$ cat src/rtl/mem_stage_pkg.sv
// Shared types and helpers for the RV32I memory-access stage.
package mem_stage_pkg;

  typedef logic [31:0] data_t;
  typedef logic [4:0]  reg_addr_t;

  // Value driven on the write-data bus when no store is being presented.
  localparam data_t DATA_UNKNOWN = 32'h0000_0000;

  typedef enum logic [3:0] {
    MEM_NONE,
    LB,
    LH,
    LW,
    LBU,
    LHU,
    SB,
    SH,
    SW
  } mem_op_t;

  typedef enum logic [1:0] {
    IDLE,
    REQ,
    WAIT
  } mem_state_t;

  function automatic logic is_load(input mem_op_t op);
    return (op == LB) || (op == LH) || (op == LW) || (op == LBU) || (op == LHU);
  endfunction

  function automatic logic is_store(input mem_op_t op);
    return (op == SB) || (op == SH) || (op == SW);
  endfunction

  // Halfwords need an even address, words need a 4-byte aligned address.
  function automatic logic is_misaligned(input mem_op_t op, input logic [1:0] a);
    logic half_op;
    logic word_op;
    half_op = (op == LH) || (op == LHU) || (op == SH);
    word_op = (op == LW) || (op == SW);
    return (half_op && a[0]) || (word_op && (a != 2'b00));
  endfunction

  // Byte enables for a store at the given byte offset within the word.
  function automatic logic [3:0] store_strobe(input mem_op_t op, input logic [1:0] a);
    logic [3:0] strb;
    case (op)
      SB:      strb = 4'b0001 << a;
      SH:      strb = 4'b0011 << a;
      SW:      strb = 4'b1111;
      default: strb = 4'b0000;
    endcase
    return strb;
  endfunction

  // Store data replicated across lanes so the strobes select the right bytes.
  function automatic data_t store_lanes(input mem_op_t op, input data_t d);
    data_t w;
    case (op)
      SB:      w = {4{d[7:0]}};
      SH:      w = {2{d[15:0]}};
      SW:      w = d;
      default: w = DATA_UNKNOWN;
    endcase
    return w;
  endfunction

endpackage

$ cat src/rtl/mem_stage_load_extend.sv
// Selects the addressed byte/halfword of a load word and sign/zero extends it.
module load_extend
  import mem_stage_pkg::*;
(
  input  mem_op_t    mem_op_i,
  input  logic [1:0] addr_lo_i,
  input  data_t      rdata_i,
  output data_t      data_o
);

  logic [7:0]  byte_sel;
  logic [15:0] half_sel;

  // Lane extraction followed by extension chosen by the load flavour.
  always_comb begin
    byte_sel = 8'h00;
    half_sel = 16'h0000;
    data_o   = rdata_i;
    case (addr_lo_i)
      2'd0:    byte_sel = rdata_i[7:0];
      2'd1:    byte_sel = rdata_i[15:8];
      2'd2:    byte_sel = rdata_i[23:16];
      default: byte_sel = rdata_i[31:24];
    endcase
    half_sel = addr_lo_i[1] ? rdata_i[31:16] : rdata_i[15:0];
    case (mem_op_i)
      LB:      data_o = {{24{byte_sel[7]}}, byte_sel};
      LBU:     data_o = {24'h000000, byte_sel};
      LH:      data_o = {{16{half_sel[15]}}, half_sel};
      LHU:     data_o = {16'h0000, half_sel};
      default: data_o = rdata_i;
    endcase
  end

endmodule

$ cat src/rtl/mem_stage.sv
// Memory-access stage: issues loads/stores on a req/gnt/rvalid port,
// aligns and extends load data, and registers the MEM/WB boundary.
module mem_stage
  import mem_stage_pkg::*;
#(
  parameter int ADDR_W = 32,
  parameter int XLEN   = 32
) (
  input  logic              clk_i,
  input  logic              rst_i,
  input  logic              valid_i,
  input  mem_op_t           mem_op_i,
  input  logic [XLEN-1:0]   alu_result_i,
  input  logic [XLEN-1:0]   store_data_i,
  input  reg_addr_t         rd_i,
  input  logic              wb_en_i,
  input  logic              flush_i,
  output logic              stall_o,
  output logic              dmem_req_o,
  output logic              dmem_we_o,
  output logic [ADDR_W-1:0] dmem_addr_o,
  output logic [3:0]        dmem_wstrb_o,
  output logic [XLEN-1:0]   dmem_wdata_o,
  input  logic              dmem_gnt_i,
  input  logic              dmem_rvalid_i,
  input  logic [XLEN-1:0]   dmem_rdata_i,
  output logic              valid_o,
  output reg_addr_t         rd_o,
  output logic              wb_en_o,
  output logic [XLEN-1:0]   wb_data_o,
  output logic              misalign_o
);

  mem_state_t        state_q, state_d;
  mem_op_t           op_q, op_d;
  logic [ADDR_W-1:0] addr_q, addr_d;
  logic [3:0]        wstrb_q, wstrb_d;
  data_t             wdata_q, wdata_d;
  reg_addr_t         rd_hold_q, rd_hold_d;
  logic              wb_en_hold_q, wb_en_hold_d;
  logic              kill_q, kill_d;

  logic              valid_q, valid_d;
  reg_addr_t         rd_out_q, rd_out_d;
  logic              wb_en_q, wb_en_d;
  data_t             wb_data_q, wb_data_d;
  logic              misalign_q, misalign_d;

  logic              live_op;
  logic              accept_mem;
  logic              op_misaligned;
  logic              discard;
  data_t             load_data;

  load_extend u_load_extend (
    .mem_op_i  (op_q),
    .addr_lo_i (addr_q[1:0]),
    .rdata_i   (dmem_rdata_i),
    .data_o    (load_data)
  );

  // Decode of the incoming op: is it live, misaligned, or an accepted memory access.
  always_comb begin
    live_op       = valid_i && !flush_i;
    op_misaligned = is_misaligned(mem_op_i, alu_result_i[1:0]);
    accept_mem    = (state_q == IDLE) && live_op && (mem_op_i != MEM_NONE) && !op_misaligned;
    discard       = kill_q || flush_i;
  end

  // Next-state and MEM/WB result computation; outputs pulse for one cycle by default.
  always_comb begin
    state_d      = state_q;
    op_d         = op_q;
    addr_d       = addr_q;
    wstrb_d      = wstrb_q;
    wdata_d      = wdata_q;
    rd_hold_d    = rd_hold_q;
    wb_en_hold_d = wb_en_hold_q;
    kill_d       = kill_q;
    valid_d      = 1'b0;
    rd_out_d     = rd_out_q;
    wb_en_d      = 1'b0;
    wb_data_d    = wb_data_q;
    misalign_d   = 1'b0;
    case (state_q)
      IDLE: begin
        if (live_op) begin
          if (mem_op_i == MEM_NONE) begin
            valid_d   = 1'b1;
            rd_out_d  = rd_i;
            wb_en_d   = wb_en_i;
            wb_data_d = alu_result_i;
          end else if (op_misaligned) begin
            valid_d    = 1'b1;
            rd_out_d   = rd_i;
            misalign_d = 1'b1;
          end else begin
            state_d      = REQ;
            op_d         = mem_op_i;
            addr_d       = alu_result_i[ADDR_W-1:0];
            wstrb_d      = store_strobe(mem_op_i, alu_result_i[1:0]);
            wdata_d      = store_lanes(mem_op_i, store_data_i);
            rd_hold_d    = rd_i;
            wb_en_hold_d = wb_en_i;
            kill_d       = 1'b0;
          end
        end
      end
      REQ: begin
        if (dmem_gnt_i) begin
          if (is_store(op_q)) begin
            state_d = IDLE;
            if (!discard) begin
              valid_d  = 1'b1;
              rd_out_d = rd_hold_q;
            end
          end else begin
            state_d = WAIT;
            kill_d  = discard;
          end
        end else if (flush_i) begin
          state_d = IDLE;
        end
      end
      WAIT: begin
        if (dmem_rvalid_i) begin
          state_d = IDLE;
          if (!discard) begin
            valid_d   = 1'b1;
            rd_out_d  = rd_hold_q;
            wb_en_d   = wb_en_hold_q;
            wb_data_d = load_data;
          end
        end else begin
          kill_d = discard;
        end
      end
      default: state_d = IDLE;
    endcase
  end

  // State and result registers with synchronous reset.
  always_ff @(posedge clk_i) begin
    if (rst_i) begin
      state_q      <= IDLE;
      op_q         <= MEM_NONE;
      addr_q       <= '0;
      wstrb_q      <= 4'h0;
      wdata_q      <= DATA_UNKNOWN;
      rd_hold_q    <= '0;
      wb_en_hold_q <= 1'b0;
      kill_q       <= 1'b0;
      valid_q      <= 1'b0;
      rd_out_q     <= '0;
      wb_en_q      <= 1'b0;
      wb_data_q    <= '0;
      misalign_q   <= 1'b0;
    end else begin
      state_q      <= state_d;
      op_q         <= op_d;
      addr_q       <= addr_d;
      wstrb_q      <= wstrb_d;
      wdata_q      <= wdata_d;
      rd_hold_q    <= rd_hold_d;
      wb_en_hold_q <= wb_en_hold_d;
      kill_q       <= kill_d;
      valid_q      <= valid_d;
      rd_out_q     <= rd_out_d;
      wb_en_q      <= wb_en_d;
      wb_data_q    <= wb_data_d;
      misalign_q   <= misalign_d;
    end
  end

  // Memory port driven from the holding registers so it stays stable until gnt.
  always_comb begin
    dmem_req_o   = (state_q == REQ);
    dmem_we_o    = is_store(op_q);
    dmem_addr_o  = {addr_q[ADDR_W-1:2], 2'b00};
    dmem_wstrb_o = wstrb_q;
    dmem_wdata_o = wdata_q;
    stall_o      = (state_q != IDLE) || accept_mem;
    valid_o      = valid_q;
    rd_o         = rd_out_q;
    wb_en_o      = wb_en_q;
    wb_data_o    = wb_data_q;
    misalign_o   = misalign_q;
  end

endmodule

$ cat config.mk
export PLATFORM = sky130hd
export DESIGN_NAME = mem_stage
export DESIGN_NICKNAME = d
export VERILOG_FILES = /design/src/rtl/mem_stage_pkg.sv /design/src/rtl/mem_stage_load_extend.sv /design/src/rtl/mem_stage.sv
export SDC_FILE = /design/constraint.sdc
export NUM_CORES = 1
export LEC_CHECK = 0
export BUFFER_PORTS_ARGS = -buffer_cell sky130_fd_sc_hd__buf_2
export CAP_MARGIN = 10
export CORE_MARGIN = 3
export CORE_UTILIZATION = 40
export DETAILED_ROUTE_END_ITERATION = 16
export GPL_ROUTABILITY_DRIVEN = 0
export GPL_TIMING_DRIVEN = 0
export PLACE_DENSITY = 0.69
export SYNTH_ARGS = -nofsm -noshare
export SYNTH_HDL_FRONTEND = slang
export SYNTH_SLANG_ARGS = --single-unit
$ cat constraint.sdc
create_clock -name clk_i -period 1.83 [get_ports clk_i]
set_input_delay 0.366 -clock clk_i [delete_from_list [all_inputs] [get_ports clk_i]]
set_output_delay 0.366 -clock clk_i [all_outputs]
set_load 0.05 [all_outputs]
==> impl_metrics.env <==
export IMPL_drtIter0Drc=456
export IMPL_drive_gt1_frac=0.523
export IMPL_fin_area_um2=9810
export IMPL_grt_antenna_before_repair=0
export IMPL_crit_required_ns=2.10
export IMPL_setup_ws_ns=-0.0972
export IMPL_cts_max_level=4
export IMPL_crit_arrival_ns=2.20
export IMPL_wl_per_cell_um=19.6
export IMPL_dieArea_um2=17200
export IMPL_hold_path_class="input port to flop"
export IMPL_ctsRootBufferMaster="clkbuf_16"
export IMPL_syn_avg_cell_area_um2=8.35
export IMPL_area_growth_pct=56.5
export IMPL_fin_skew_ns=0.00763
export IMPL_p_leak_nw=4.11
export IMPL_tightest_slew_ns=0.821
export IMPL_synth_compound_area_frac=0.223
export IMPL_drt_vias_per_instance=5.58
export IMPL_ys_ff_latch=121
export IMPL_worstSetupPathType="flop to flop"
export IMPL_synthMuxAreaShare=0.0651
export IMPL_clock_sinks=121
export IMPL_ir_drop_mv=0.698
export IMPL_violations="negative setup slack"
export IMPL_synthDistinctLibCells=68
export IMPL_max_freq_mhz=519
export IMPL_portBuffers=213
export IMPL_antenna_cells=0
export IMPL_rows=45
export IMPL_floorplan_initialDensity=0.411
export IMPL_synthFlopType="dfxtp_1"
export IMPL_synth_seq_area_share=0.386
export IMPL_hpwlAfterDp_mm=16.9
export IMPL_whs_ns=0.193
export IMPL_clock_latency_ns=0.42
export IMPL_slew_violations=0
export IMPL_synth_area_leaders="dfxtp_1 39%, nand2_1 7.4%, a21oi_1 6.2%, buf_4 4.3%, a211oi_1 3.5%"
export IMPL_nets=1145
export IMPL_grt_overflow=0
export IMPL_yosysWarnings=0
export IMPL_core_um2=15300
export IMPL_syn_inst=751
export IMPL_track_usage=0.260
export IMPL_dr_pass1_iters=5
export IMPL_synth_largest_area_cell="dfxtp_1"
export IMPL_synth_xor_area_share=0.00140
export IMPL_final_cells=1253
export IMPL_synth_edf_count=0
export IMPL_cts_buffers=17
export IMPL_fin_crit_ns=1.93
export IMPL_routed_wl_mm=24.6
export IMPL_fin_crit_sh=1.05
export IMPL_place_area_um2=7820
export IMPL_cts_tree="done"
export IMPL_async_flop_share=0
export IMPL_clk_pin_slew_ns=0.06
export IMPL_startpoint_type="flop"
export IMPL_cts_hold_buf=0
export IMPL_rsz0062_at_grt="yes"
export IMPL_synthAdderAreaFrac=0.00798
export IMPL_slew_headroom=0.453
export IMPL_synth_common_cells="124 x nand2_1, 121 x dfxtp_1, 78 x a21oi_1"
export IMPL_final_hold_viol_count=0
export IMPL_finalSetupViolCount=108
export IMPL_vias=6987
export IMPL_synth_top_family_by_area="compound AO/OA/AOI/OAI gates"
export IMPL_postRouteAntennaNets=0
export IMPL_synthSimpleGateAreaFrac=0.213
export IMPL_cellPowerDensity_nw_per_um2=912
export IMPL_syn_area_um2=6270
export IMPL_crit_fanout=5
export IMPL_place_inst=1176
export IMPL_die_x_um=131
export IMPL_drcViolationCount=0
export IMPL_endpoint_kind="flop"
export IMPL_clockBufferDepth=2
export IMPL_yosysMostFrequentCell="nand2_1"
export IMPL_grt_max_degree=17
export IMPL_synth_top_area_share=0.386
export IMPL_grt_pass1_wl_mm=35.9
export IMPL_ios=223
export IMPL_status="finished with violations"
export IMPL_die_h_um=131
export IMPL_cap_viol_max_count=0
export IMPL_first_global_vias=6570
==> per-layer routing <==
metal | vias up | track usage | routed length, um
li1 | 3229 | - | -
met1 | 3342 | 0.320 | 9650
met2 | 354 | 0.441 | 12200
met3 | 62 | 0.0750 | 2030
met4 | 0 | 0.0834 | 725
met5 | - | 0 | 0
==> worst max-delay path: stages (launching register included) <==
cell       delay [ns]
dfxtp_4          0.35
inv_4            0.07
ha_4             0.16
inv_4            0.03
or2_4            0.25
or3_4            0.44
buf_12           0.19
clkbuf_16        0.16
nand2_2          0.06
a21oi_1          0.06
==> kinds of logic after synthesis <==
logic type | Yosys count
buffers and inverters | 115
other | 1
adder cells (fa/ha/maj) | 4
flip-flops | 121
AO/OA/AOI/OAI | 195
AND/OR/NAND/NOR | 284
XOR/XNOR | 1
multiplexers | 30
==> report_power, final <==
group	switching [W]	leakage (nW)	internal (W)
logic	0.00170	2.84	0.000988
clock network	0.00126	0.282	0.00206
registers	0.000110	0.988	0.00282
total	0.00307	4.11	0.00588
==> cells in the final DEF (no fill, tap or decap), types with 15 or more instances in the layout <==
cell / netlist / final
a211oi_2: 0 / 24
a21oi_1: 78 / 57
a21oi_2: 2 / 21
buf_2: 19 / 217
buf_4: 36 / 67
buf_6: 7 / 16
clkbuf_1: 34 / 18
clkbuf_16: 0 / 20
dfxtp_1: 121 / 115
mux2i_1: 16 / 16
nand2_1: 124 / 97
nand3_1: 25 / 25
nor2_1: 53 / 50
nor3_1: 32 / 28
o221ai_2: 0 / 15
==> metrics by stage <==
| step | TNS (ns) | util | worst slack, ns | power, W |
|---|---|---|---|---|
| after detailed placement | -49.83 | 0.513 | -0.596 | 0.00511 |
| after floorplan | -0.708 | - | -0.0528 | 0.00450 |
| after global routing | -11.54 | 0.643 | -0.156 | 0.00924 |
| after global placement | -48.30 | 0.513 | -0.617 | 0.00509 |
| final | -4.75 | 0.643 | -0.0972 | 0.00895 |
| after CTS | -2.84 | 0.604 | -0.104 | 0.00872 |
==> area by class of cell <==
class / instances / area, um^2
inverters: 15 / 61.3
clock inverters: 12 / 125
clock buffers: 20 / 457
flip-flops and latches: 121 / 2430
multi-input cells: 517 / 4060
fillers: 1264 / 5450
plain buffers: 96 / 806
well taps: 211 / 264
repair buffers: 261 / 1600
==> repair_timing <==
action	in CTS	in global routing
setup endpoints to repair	121	120
buffers inserted	29	10
gates cloned	3	7
pin swaps	37	44
gates resized for setup	133	112
==> sequential cells by signal (all words and copies together) (netlist names), 2 cells and up <==
signal	cells
rd_hold_q	5
wb_data_o	32
addr_q	32
dmem_wstrb_o	4
state_q	2
rd_o	5
dmem_wdata_o	32
op_q	4
==> worst paths after layout <==
| check | start | cells past startpoint | to | slack, ns |
|---|---|---|---|---|
| setup reg to reg | state_q[0] | 9 | addr_q[22] | -0.1 |
| hold / removal | rd_i[3] | 3 | rd_hold_q[3] | 0.19 |
| hold reg to reg | rd_hold_q[3] | 2 | rd_hold_q[3] | 0.45 |
| setup / recovery | state_q[0] | 9 | addr_q[22] | -0.1 |
Note: power is estimated with default switching activity, not from simulation.
